File: config.mk
export PLATFORM = sky130hd
export DESIGN_NAME = period_meter
export DESIGN_NICKNAME = d
export VERILOG_FILES = /design/src/rtl/period_meter_pkg.sv /design/src/rtl/period_meter_sync_edge_det.sv /design/src/rtl/period_meter.sv
export SDC_FILE = /design/constraint.sdc
export NUM_CORES = 1
export LEC_CHECK = 0
export CORE_MARGIN = 3
export CORE_UTILIZATION = 30
export CTS_CLUSTER_DIAMETER = 40
export CTS_CLUSTER_SIZE = 12
export DETAILED_ROUTE_END_ITERATION = 8
export GPL_TIMING_DRIVEN = 0
export PLACE_DENSITY = 0.51
export SLEW_MARGIN = 10
export SYNTH_ARGS = -nofsm -noshare
export SYNTH_HDL_FRONTEND = slang
export SYNTH_HIERARCHICAL = 1
export SYNTH_SLANG_ARGS = --single-unit
File: constraint.sdc
create_clock -name clk_in -period 12.5 [get_ports clk_in]
set_input_delay 2.5 -clock clk_in [delete_from_list [all_inputs] [get_ports clk_in]]
set_output_delay 2.5 -clock clk_in [all_outputs]
set_load 0.1 [all_outputs]
File: src/rtl/period_meter_pkg.sv
// ============================================================================
// period_meter_pkg : shared state encoding and default sizing constants
// Revision: 1.0
// ============================================================================
`default_nettype none

package period_meter_pkg;

  typedef enum logic {
    S_ARM = 1'b0,
    S_RUN = 1'b1
  } meas_state_t;

  localparam int DEF_CNT_W      = 32;
  localparam int DEF_TIMEOUT    = 50_000_000;
  // The divider's max-count equals the default timeout window.
  localparam int DIV_MAX_COUNT  = DEF_TIMEOUT;
  localparam int DEF_SYNC_STAGES = 2;

endpackage

`default_nettype wire

File: src/rtl/period_meter_sync_edge_det.sv
// ============================================================================
// sync_edge_det : multi-flop synchroniser plus history flop; emits rise/fall
// Revision: 1.0
// ============================================================================
`default_nettype none

module sync_edge_det #(
  parameter int SYNC_STAGES = 2
) (
  input  logic clk_in,
  input  logic rst,
  input  logic sig_in,
  output logic rise,
  output logic fall,
  output logic level
);

  logic [SYNC_STAGES-1:0] sync_q;
  logic                   hist_q;

  always_ff @(posedge clk_in or posedge rst) begin
    if (rst) begin
      sync_q <= '0;
      hist_q <= 1'b0;
    end else begin
      sync_q <= {sync_q[SYNC_STAGES-2:0], sig_in};
      hist_q <= sync_q[SYNC_STAGES-1];
    end
  end

  assign level = sync_q[SYNC_STAGES-1];
  assign rise  = level & ~hist_q;
  assign fall  = ~level & hist_q;

endmodule

`default_nettype wire

File: src/rtl/period_meter.sv
// ============================================================================
// period_meter : measures period and high time of a slow async square wave
//   and publishes results on a valid/ready port.
//   Optional: PERIOD_AVG_EN averages four measurements per published result.
// Revision: 1.0
// ============================================================================
`default_nettype none

module period_meter
  import period_meter_pkg::*;
#(
  parameter int CNT_W       = DEF_CNT_W,
  parameter int TIMEOUT     = DEF_TIMEOUT,
  parameter int SYNC_STAGES = DEF_SYNC_STAGES
) (
  input  logic             clk_in,
  input  logic             rst,
  input  logic             sig_in,
  output logic [CNT_W-1:0] period_out,
  output logic [CNT_W-1:0] high_out,
  output logic             out_valid,
  input  logic             out_ready,
  output logic             timeout,
  output logic             overrun
);

  localparam logic [CNT_W-1:0] TIMEOUT_CNT = CNT_W'(TIMEOUT);
  localparam logic [CNT_W-1:0] CNT_ONE     = CNT_W'(1);

  logic             rise;
  logic             fall;
  logic             level_unused;

  meas_state_t      state;
  meas_state_t      state_nx;
  logic [CNT_W-1:0] cnt;
  logic [CNT_W-1:0] hcnt;

  logic             cnt_start;
  logic             meas_done;
  logic             to_evt;
  logic             hcap;

  logic             pub;
  logic [CNT_W-1:0] pub_period;
  logic [CNT_W-1:0] pub_high;

  sync_edge_det #(
    .SYNC_STAGES (SYNC_STAGES)
  ) u_sync_edge_det (
    .clk_in (clk_in),
    .rst    (rst),
    .sig_in (sig_in),
    .rise   (rise),
    .fall   (fall),
    .level  (level_unused)
  );

  always_ff @(posedge clk_in or posedge rst) begin
    if (rst) begin
      state <= S_ARM;
    end else begin
      state <= state_nx;
    end
  end

  // A rise in the same cycle as cnt reaching TIMEOUT still counts as a measurement.
  always_comb begin
    state_nx  = state;
    cnt_start = 1'b0;
    meas_done = 1'b0;
    to_evt    = 1'b0;
    hcap      = 1'b0;
    case (state)
      S_ARM: begin
        if (rise) begin
          cnt_start = 1'b1;
          state_nx  = S_RUN;
        end
      end
      S_RUN: begin
        if (rise) begin
          meas_done = 1'b1;
          cnt_start = 1'b1;
        end else if (cnt == TIMEOUT_CNT) begin
          to_evt   = 1'b1;
          state_nx = S_ARM;
        end
        if (fall) begin
          hcap = 1'b1;
        end
      end
      default: state_nx = S_ARM;
    endcase
  end

  always_ff @(posedge clk_in or posedge rst) begin
    if (rst) begin
      cnt  <= '0;
      hcnt <= '0;
    end else begin
      if (cnt_start) begin
        cnt <= CNT_ONE;
      end else if (to_evt) begin
        cnt <= '0;
      end else if (state == S_RUN) begin
        cnt <= cnt + CNT_ONE;
      end

      if (to_evt) begin
        hcnt <= '0;
      end else if (hcap) begin
        hcnt <= cnt;
      end
    end
  end

`ifdef PERIOD_AVG_EN
  logic [CNT_W+1:0] acc_p;
  logic [CNT_W+1:0] acc_h;
  logic [CNT_W+1:0] sum_p;
  logic [CNT_W+1:0] sum_h;
  logic [1:0]       nsamp;

  assign sum_p = acc_p + {2'b00, cnt};
  assign sum_h = acc_h + {2'b00, hcnt};

  always_ff @(posedge clk_in or posedge rst) begin
    if (rst) begin
      acc_p <= '0;
      acc_h <= '0;
      nsamp <= 2'd0;
    end else if (to_evt || (meas_done && nsamp == 2'd3)) begin
      acc_p <= '0;
      acc_h <= '0;
      nsamp <= 2'd0;
    end else if (meas_done) begin
      acc_p <= sum_p;
      acc_h <= sum_h;
      nsamp <= nsamp + 2'd1;
    end
  end

  assign pub        = meas_done && (nsamp == 2'd3);
  assign pub_period = CNT_W'(sum_p >> 2);
  assign pub_high   = CNT_W'(sum_h >> 2);
`else
  assign pub        = meas_done;
  assign pub_period = cnt;
  assign pub_high   = hcnt;
`endif

  // An unaccepted result is never overwritten; the newer one is dropped instead.
  always_ff @(posedge clk_in or posedge rst) begin
    if (rst) begin
      period_out <= '0;
      high_out   <= '0;
      out_valid  <= 1'b0;
      timeout    <= 1'b0;
      overrun    <= 1'b0;
    end else begin
      if (pub) begin
        if (!out_valid || out_ready) begin
          period_out <= pub_period;
          high_out   <= pub_high;
          out_valid  <= 1'b1;
          timeout    <= 1'b0;
        end else begin
          overrun <= 1'b1;
        end
      end else if (out_valid && out_ready) begin
        out_valid <= 1'b0;
      end

      if (to_evt) begin
        timeout <= 1'b1;
      end
    end
  end

endmodule

`default_nettype wire

---- Yosys cells after proc, flatten, opt, wreduce, memory -nomap -nowiden ----
Index checks and enable logic that the tools add are counted.
word-level totals
  register bits ........................... 135
  bits of input ports ..................... 4
  output and inout port bits .............. 67
operators by class
  $add $sub $neg .......................... 1
  equality and inequality tests ........... 2
  multiplexer cells ....................... 21
  bitwise operators ....................... 6
  reduce and logical (&&, ||, !) cells .... 12
operators by type and width
  cell                     number
  $mux W32                 5
  $add A32 B1 Y32 const B  1
  $eq A32 B26 Y1 const B   1
  $mux W1                  15
  $reduce_and A2 Y1        4
  $reduce_bool A2 Y1       4
  $not A1 Y1               4
  $reduce_bool A3 Y1       1
  $and A1 B1 Y1            2
  $ne A2 B1 Y1 const B     1
  $pmux W1 S2              1
  $logic_and A1 B1 Y1      1
  $logic_not A1 Y1         1
  $logic_or A1 B1 Y1       1

---- Longest topological paths before layout ----
Gate-level depths: netlist of run 1.
  depth after elaboration ................. 6
  mapped depth ............................ 9

---- By module ----
Netlist of run 1, hierarchy kept.
modules (own cells, without submodules)
  module         instances  cells an instance  area an instance (sq um)  seq. area each (sq um)
  period_meter   1          469                5620.4                    3303.2
  sync_edge_det  1          6                  93.8                      75.1

---- Worst setup path after synthesis of run 1 ----
OpenSTA, ideal clock, no wires.
  path type ............................... in2reg
  start ................................... in out_ready
  end ..................................... reg high_out[0]
  library setup time ...................... 125 ps
  arrival time ............................ 3668 ps
  path slack .............................. 8706 ps
  stages .................................. 5
  path buffers ............................ 2
  cells stage by stage .................... nand2b_1 > nor2b_1 > clkbuf_1 > buf_2 > mux2_2
on the way
  word-level cells in the longest chain between the ends .. 2
ends and longest elaborated chain
  element                             line                 RTL
  start: declaration                  period_meter.sv:22   input logic out_ready,
  $logic_or A1 B1 Y1                  period_meter.sv:163  if (!out_valid || out_ready) begin
  $reduce_and A2 Y1 (no source line)  -
  end signal: assignment              period_meter.sv:165  high_out <= pub_high;
  end: declaration                    period_meter.sv:20   output logic [CNT_W-1:0] high_out,
No other way between the ends.
A chain may end at the register's enable or synchronous reset.

---- Worst setup path after layout of run 1 ----
  start ................................... reg high_out[31]
  end ..................................... out high_out[31]
No word-level cell between the ends.

==> results.cfg, run 1 <==
[cts]
cts_root_buffer = clkbuf_16
path_clk_slew_ns = 0.06
cts-resized-gates = 0
clock_latency_ns = 0.42
cts_tree = done
numCtsBuffers = 17
cts_hold_buf = 0
post-cts-setup-buffer-count = 0
cts.path.max_buffers = 2
clock-sinks = 135
htree_levels = 4

[status]
outcome = finished clean

[critical_path]
slowest_stage = clkdlybuf4s50_1
worstSetupStartpointType = flop
critPathMaxStageDelay_ns = 1.15
critPathMaxFanout = 2
setup.worst_path.start = high_out[31]$_DFFE_PP0P_
critPathRequiredTime_ns = 10.00
path_cells = clkdlybuf4s50_1
critical_path_class = flop to output port
cp-end-kind = output port
critPathBufInv = 1
critPathTopFamily = buffers and inverters
worstPathArrival_ns = 1.94
r2r_start = u_sync_edge_det/sync_q[1]$_DFF_PP0_

[grt]
grt_pass1_vias = 3925
grt_pass1_wl_mm = 21.42
antenna_found_initial = 0
grt_max_degree = 85
overflow = 0
grt.total_usage_pct = 13.31

[floorplan]
die_w_um = 144.0
rows = 49
initial_utilization_pct = 31.17
dieHeight_um = 144.0
dieArea_sq_um = 20740
boundaryPins = 71
core_area_sq_um = 18330

[yosys]
synthDistinctLibCells = 41
synthesis.area_sq_um = 5714
ys_seq_area_share_pct = 59.12
synth_edf_count = 0
synth_nets = 481
synth-async-reset-ratio_pct = 100.0
ys_warn_count = 6
synth_area_per_cell_sq_um = 12.03
synthCells = 475
synth_ff_type = dfrtp_1
synth_seq_cells = 135

[timing]
worst_slew_pin_slew_ns = 0.9834
timing.setup.tns_ns = 0
hold_viol = 0
timing.final.ws_setup_ns = 8.059
finalCritPeriodShare_pct = 35.53
relSlewSlack_pct = 34.23
final_max_slew_viol_count = 0
setup_viol = 0
finClkSkew_ns = 0.008239
layout_min_cycle_time_ns = 4.441
whs_ns = 0.3588
rsz0062_at_grt = false
max_clock_freq_mhz = 225.2

[route]
wl_mm = 13.08
vias = 3806
drcViolationCount = 0
drt-pass1-iter-count = 4
via_per_inst = 4.716
wire_per_inst_um = 16.21
drtIter0Drc = 159
final_antenna_net_count = 0

[final_layout]
nNetsFinal = 571
drive_above_1_share_pct = 22.32
layout_commonest_cell = dfrtp_1
n_antenna_cell = 0
final_cell_mix = dfrtp_1 (135), clkdlybuf4s50_1 (70), mux2_2 (69), nand3_1 (39)
postLayoutCoreUtil_pct = 39.99
syn2layout_area_growth_pct = 28.29

[worst_hold_path]
hold_class = flop to flop
hp-start = u_sync_edge_det/sync_q[0]$_DFF_PP0_

[power]
powerDensity_nw_per_um2 = 159.7
total_power_mw = 1.170
p_leak_nw = 3.338
ir_drop_v = 0.00009007

[placement]
pre_cts_ws_ns = 7.747
dp_hpwl_mm = 9.248
globalplace.congestion = 0.8181
numPortBuffers = 70

[flow_run]
max_cap_viol_count = 0
-- final timing paths --
kind | end | slack [ns] | cells past startpoint
worst min register to register | u_sync_edge_det/sync_q[1]$_DFF_PP0_ | 0.36 | 0
min in group asynchronous | u_sync_edge_det/sync_q[0]$_DFF_PP0_ | 2.38 | 2
max in group asynchronous | high_out[0]$_DFFE_PP0P_ | 9.23 | 3
worst max-delay path | high_out[31] | 8.06 | 1
worst min-delay path | u_sync_edge_det/sync_q[1]$_DFF_PP0_ | 0.36 | 0
worst max register to register | period_out[23]$_DFFE_PP0P_ | 10.02 | 7
-- cell usage after synthesis (3+ instances only) --
cell type | count | area share [%]
nand3_1 | 39 | 3.4
nand2_1 | 38 | 2.5
dfrtp_1 | 135 | 59
inv_1 | 7 | 0.46
xnor2_1 | 6 | 0.92
nand4_1 | 13 | 1.4
nor4_1 | 3 | 0.33
and4_1 | 3 | 0.46
mux2_2 | 69 | 14
nor2_1 | 38 | 2.5
buf_1 | 3 | 0.20
buf_2 | 13 | 1.1
xor2_1 | 23 | 3.5
a21oi_1 | 27 | 2.4
nor3_1 | 3 | 0.26
nor4b_1 | 5 | 0.77
clkbuf_1 | 12 | 0.79
and3_1 | 7 | 0.77
buf_6 | 3 | 0.59
-- state kept, by name, indices dropped and copies added (netlist names) --
register,count
hcnt,32
out_valid,1
timeout,1
u_sync_edge_det/hist_q,1
state,1
u_sync_edge_det/sync_q,2
period_out,32
cnt,32
high_out,32
overrun,1
-- power by group --
part	internal [mW]	switching, mW
clock network	0.316	0.182
registers	0.460	0.0148
logic	0.0534	0.144
-- kinds of logic after synthesis --
kind of cell | after synthesis | synth area share [%]
mux | 69 | 13.60
simple gates | 165 | 15.31
xor+xnor | 29 | 4.445
flops | 135 | 59.12
compound gates | 36 | 3.788
fa+ha+maj | 2 | 0.4379
buf+inv | 39 | 3.306
-- final cells by class --
cell class,count,area [sq um]
Clock buffer,18,439.2
Fill cell,1753,11000
Clock inverter,14,157.7
Sequential cell,135,3378
Timing Repair Buffer,71,728.2
Inverter,7,31.28
Tap cell,229,286.5
Buffer,32,162.7
Multi-Input combinational cell,301,2147
-- stage by stage --
step           cell area [sq um]  instances
3_5_place_dp                6734        775
3_3_place_gp                6701        774
6_report                    7331        807
5_1_grt                     7331        807
2_1_floorplan               5714        475
4_1_cts                     7331        807
-- layer usage --
| metal | global-route usage, % | up-vias | wire (um) | share of wire (%) |
|---|---|---|---|---|
| li1 | - | 1833 | - | - |
| met1 | 18.77 | 1903 | 6358 | 49 |
| met2 | 20.31 | 60 | 6130 | 47 |
| met3 | 3.075 | 10 | 442 | 3.4 |
| met4 | 4.460 | 0 | 150 | 1.1 |
| met5 | 0 | - | 0 | 0 |
No activity file was read; power rests on OpenSTA's default activity.
==> run 2: changes to the inputs <==
Settings changed: PLACE_DENSITY 0.51 to 0.53.
Clock period 12.5 ns to 4 ns, I/O delays scaled along.
==> run 2 against run 1 <==
- non-clock buffer count rose by 2
- register-to-register slack got worse by 8.5 ns
- final cell count rose by 0.25%
- flip-flop and latch count did not move
- sequential share of layout area fell by 0.51 points
- first-iteration DRC count rose by 6.3%
- highest routed layer unchanged
- sequential power rose to 3.1 times the previous value
- combinational power rose to 3.2 times the previous value
- final area rose by 1.1%
- hold slack got worse by 0.0086 ns
- global-route usage rose by 0.065 points
- via count rose by 1.3%
- critical path type unchanged
- critical endpoint is now period_out[16]
==> results.cfg, run 2 (synthesized netlist as in run 1, its figures left out) <==
[route]
wire_per_inst_um = 16.23
vias = 3856
drtIter0Drc = 169
drt-pass1-iter-count = 4
final_antenna_net_count = 0
wl_mm = 13.13
via_per_inst = 4.766
drcViolationCount = 0

[placement]
dp.cells = 777
dp_hpwl_mm = 9.411
numPortBuffers = 70
globalplace.congestion = 0.8305
place_area_sq_um = 6765

[cts]
clock_latency_ns = 0.41
cts_tree = done
cts.path.max_buffers = 2
cts_hold_buf = 0
cts-resized-gates = 0
numCtsBuffers = 17
htree_levels = 4
clock-sinks = 135
cts_root_buffer = clkbuf_16
post-cts-setup-buffer-count = 0
path_clk_slew_ns = 0.06

[final_layout]
layout_commonest_cell = dfrtp_1
nNetsFinal = 573
drive_above_1_share_pct = 22.07
fillCellCount = 1723
fin_cells = 809
syn2layout_area_growth_pct = 29.74
postLayoutCellArea_sq_um = 7413
final_cell_mix = dfrtp_1 (135), clkdlybuf4s50_1 (70), mux2_2 (69), nand3_1 (39)
n_antenna_cell = 0

[grt]
overflow = 0
antenna_found_initial = 0
grt_pass1_wl_mm = 21.45
grt_max_degree = 38
grt.total_usage_pct = 13.38
grt_pass1_vias = 3949

[power]
powerDensity_nw_per_um2 = 514.0
seq_power_share_pct = 39.0
sw_frac_of_total_pct = 27.58
power_frac_comb_pct = 16.3
ir_drop_v = 0.0003433
total_power_mw = 3.810
p_int_mw = 2.760
p_leak_nw = 3.386
p_sw_mw = 1.051
pwr-share-clk_pct = 44.6

[status]
outcome = finished clean

[timing]
setup_viol = 0
rsz0062_at_grt = false
layout_min_cycle_time_ns = 2.739
timing.setup.tns_ns = 0
finClkSkew_ns = 0.007184
max_clock_freq_mhz = 365.1
worst_slew_pin_slew_ns = 0.9869
final_max_slew_viol_count = 0
hold_viol = 0
finalCritPeriodShare_pct = 68.47
relSlewSlack_pct = 34.00

[worst_hold_path]
hold_class = flop to flop
min_delay_path_depth = 0
hp-start = u_sync_edge_det/sync_q[0]$_DFF_PP0_

[floorplan]
dieHeight_um = 144.0
core_area_sq_um = 18330
die_w_um = 144.0
boundaryPins = 71
dieArea_sq_um = 20740
rows = 49
initial_utilization_pct = 31.17

[critical_path]
critPathRequiredTime_ns = 3.20
critPathBufInv = 1
r2r_start = u_sync_edge_det/sync_q[1]$_DFF_PP0_
worstPathArrival_ns = 1.94
setup.worst_path.start = period_out[16]$_DFFE_PP0P_
cp-end-kind = output port
worstSetupStartpointType = flop
path_depth = 1
critPathTopFamily = buffers and inverters
critPathMaxStageDelay_ns = 1.15
critPathMaxFanout = 2
path_cells = clkdlybuf4s50_1
worst_r2r_path_depth = 7
critical_path_class = flop to output port
slowest_stage = clkdlybuf4s50_1

[flow_run]
max_cap_viol_count = 0
[run 2: cell count changes in the layout (fill, tap and decap cells not counted), sizes merged]
cell	change
clkinvlp	-4
clkinv	-2
inv	-1
clkbuf	+5
bufinv	+2
buf	+2
[run 2: area by class of cell]
type	instances	area, sq um	share of cell area (%)
sequential	135	3378	45.57
clock inverter	9	170.2	2.295
inverter	7	30.03	0.4051
timing repair buffer	73	760.7	10.26
clock buffer	23	478.0	6.447
buffer	32	162.7	2.194
tap	229	286.5	3.865
multi-input combinational	301	2147	28.96
[run 2: final timing paths]
| check | endpoint | slack [ns] |
|---|---|---|
| max in group asynchronous | high_out[25]$_DFFE_PP0P_ | 1.99 |
| worst min register to register | u_sync_edge_det/sync_q[1]$_DFF_PP0_ | 0.35 |
| worst max register to register | high_out[31]$_DFFE_PP0P_ | 1.48 |
| min in group asynchronous | u_sync_edge_det/sync_q[0]$_DFF_PP0_ | 0.64 |
| worst max-delay path | period_out[16] | 1.26 |
| worst min-delay path | u_sync_edge_det/sync_q[1]$_DFF_PP0_ | 0.35 |
[run 2: power by group through the flow]
stage	clock, mW	combinational (mW)	sequential, mW
6_report	1.70	0.623	1.49
5_1_grt	1.80	0.658	1.50
4_1_cts	1.74	0.628	1.49
3_5_place_dp	0	0.628	1.51
3_3_place_gp	0	0.613	1.51
2_1_floorplan	0	0.182	1.80
[run 2: worst reg2reg max path, cell delays in order, from the launching register on]
cell and delay (ns):
dfrtp_1 0.35, nor2b_1 0.16, buf_2 0.24, nand2_1 0.15, nor2b_1 0.17, clkbuf_1 0.56, buf_2 0.41, mux2_2 0.37
[run 2: per-layer routing]
metal	GRT usage (%)	part of all wire [%]	vias to the layer above
li1	-	-	1846
met1	17.46	46	1912
met2	21.51	48	85
met3	3.505	4.5	13
met4	4.906	1.5	0
met5	0	0	-
[run 2: through the flow]
stage          hold WS (ns)  utilization, %  worst slack (ns)
2_1_floorplan        0.3312               -             1.563
3_3_place_gp         0.3359           36.58            0.3767
3_5_place_dp         0.3396           36.91            0.9363
4_1_cts              0.3532           40.44             1.233
5_1_grt              0.3684           40.44             1.203
6_report             0.3502           40.44             1.261
==> run 3: changes to the inputs <==
Clock period 4 ns to 2.5 ns, I/O delays scaled along.
==> run 3 against run 2 <==
- count of clock-buffer cells in the layout stayed put
- utilization is 0.20 points higher
- clock power is 61% higher
- largest power group unchanged
- power is 60% higher
- worst setup slack worse by 1.2 ns
- sequential power is 60% higher
- highest routed layer unchanged
- first-iteration DRC count is 13% lower
- sequential share of layout area is 0.22 points lower
- via count is 0.36% higher
- wire length is 0.24% higher
- hold slack worse by 0.013 ns
- global-route usage hardly changed
==> results.cfg, run 3 (synthesized netlist as in run 1, its figures left out) <==
[timing]
rsz0062_at_grt = false
max_clock_freq_mhz = 410.0
setup_viol = 0
timing.setup.tns_ns = 0
final_max_slew_viol_count = 0
layout_min_cycle_time_ns = 2.439
hold_viol = 0
finalCritPeriodShare_pct = 97.56
relSlewSlack_pct = 34.00
worst_slew_pin_slew_ns = 0.9870
finClkSkew_ns = 0.007633

[critical_path]
path_cells = clkdlybuf4s50_1
worstSetupStartpointType = flop
worstPathArrival_ns = 1.94
critPathMaxStageDelay_ns = 1.15
critPathRequiredTime_ns = 2.00
worst_r2r_path_depth = 7
cp-end-kind = output port
path_depth = 1
critical_path_class = flop to output port
critPathBufInv = 1
slowest_stage = clkdlybuf4s50_1
critPathTopFamily = buffers and inverters
critPathMaxFanout = 2

[floorplan]
boundaryPins = 71
rows = 49
dieHeight_um = 144.0
dieArea_sq_um = 20740
die_w_um = 144.0
core_area_sq_um = 18330
initial_utilization_pct = 31.17

[cts]
clock_latency_ns = 0.41
numCtsBuffers = 17
htree_levels = 4
clock-sinks = 135
path_clk_slew_ns = 0.06
cts.path.max_buffers = 2
cts_root_buffer = clkbuf_16
cts_tree = done

[power]
sw_frac_of_total_pct = 27.64
power_frac_comb_pct = 16.3
total_power_mw = 6.102
p_int_mw = 4.416
seq_power_share_pct = 39.0
powerDensity_nw_per_um2 = 819.1
p_sw_mw = 1.686
p_leak_nw = 3.410
pwr-share-clk_pct = 44.7
ir_drop_v = 0.0005516

[final_layout]
postLayoutCellArea_sq_um = 7450
nNetsFinal = 576
layout_commonest_cell = dfrtp_1
multi_input_area_sq_um = 2158
postLayoutCoreUtil_pct = 40.64
syn2layout_area_growth_pct = 30.37
seq_area_sq_um = 3378
drive_above_1_share_pct = 23.16
fillCellCount = 1717
final_cell_mix = dfrtp_1 (135), clkdlybuf4s50_1 (70), mux2_2 (69), nand3_1 (39)
n_antenna_cell = 0

[flow_run]
max_cap_viol_count = 0

[route]
drt-pass1-iter-count = 4
via_per_inst = 4.766
drtIter0Drc = 147
wl_mm = 13.16
wire_per_inst_um = 16.21
vias = 3870
drcViolationCount = 0
final_antenna_net_count = 0

[placement]
numPortBuffers = 70
dp_hpwl_mm = 9.411
globalplace.congestion = 0.8305
place_area_sq_um = 6765

[grt]
globalRouteMet2Util_pct = 21.51
grt_pass1_vias = 3951
use_met3_pct = 3.505
antenna_found_initial = 0
top_usage_layer = met2
grt.total_usage_pct = 13.39
grt_pass1_wl_mm = 21.47
grt_use_met1_pct = 17.50
grt_max_degree = 38
overflow = 0

[worst_hold_path]
hold_class = primary input to asynchronous set/reset pin

[status]
outcome = finished clean
[run 3: cell types whose count changed in the layout (fill, tap and decap cells not counted), sizes merged]
cell	delta
buf	+3
[run 3: cell type report]
class	count	area share (%)
Tap cell	229	3.846
Timing Repair Buffer	76	10.51
Clock buffer	23	6.416
Sequential cell	135	45.35
Multi-Input combinational cell	301	28.97
Clock inverter	9	2.284
Buffer	32	2.217
Inverter	7	0.4031
[run 3: power by group through the flow]
stage / logic (mW) / registers (mW) / clock network, mW
global placement: 0.980 / 2.41 / 0
detailed placement: 1.00 / 2.42 / 0
finish: 0.997 / 2.38 / 2.73
floorplan: 0.292 / 2.87 / 0
CTS: 1.01 / 2.38 / 2.79
global route: 1.05 / 2.39 / 2.88
[run 3: worst paths after layout]
path / from / endpoint / slack (ns)
setup / recovery: period_out[16]$_DFFE_PP0P_ / period_out[16] / 0.06
hold / removal: rst / u_sync_edge_det/sync_q[0]$_DFF_PP0_ / 0.34
setup reg to reg: cnt[0]$_DFFE_PP0P_ / hcnt[26]$_DFFE_PP0P_ / 0.15
hold reg to reg: u_sync_edge_det/sync_q[0]$_DFF_PP0_ / u_sync_edge_det/sync_q[1]$_DFF_PP0_ / 0.35
max in group asynchronous: rst / hcnt[1]$_DFFE_PP0P_ / 0.80
min in group clk_in: u_sync_edge_det/sync_q[0]$_DFF_PP0_ / u_sync_edge_det/sync_q[1]$_DFF_PP0_ / 0.35
[run 3: through the flow]
stage / setup slack (ns) / std cells / hold WS, ns
global placement: -0.8233 / 774 / 0.3359
global route: 0.003158 / 812 / 0.3412
floorplan: 0.3524 / 475 / 0.2536
detailed placement: -0.2637 / 777 / 0.3396
finish: 0.06101 / 812 / 0.3370
CTS: 0.03274 / 809 / 0.3269
[run 3: worst reg2reg max path, cell delays in order, from the launching register on]
cell	delay, ns
dfrtp_1	0.48
inv_1	0.10
ha_1	0.16
nor4b_1	0.26
nand4_1	0.20
nor4_4	0.56
o21ai_4	0.18
mux2_2	0.30
[run 3: routing by layer]
metal | wire length [um] | part of all wire, % | up-vias
met5 | 0 | 0 | -
met4 | 192 | 1.5 | 0
met2 | 6328 | 48 | 75
li1 | - | - | 1851
met3 | 570 | 4.3 | 14
met1 | 6072 | 46 | 1930
[run 3: timing repair]
| item | 4_1_cts | 5_1_grt |
|---|---|---|
| endpoints found under the setup margin | 29 | 36 |
| hold buffers | 0 | 0 |
| gates resized for setup | 1 | 4 |
| hold endpoints to repair | 0 | 0 |
| buffers inserted | 0 | 3 |
| pin swaps | 0 | 1 |
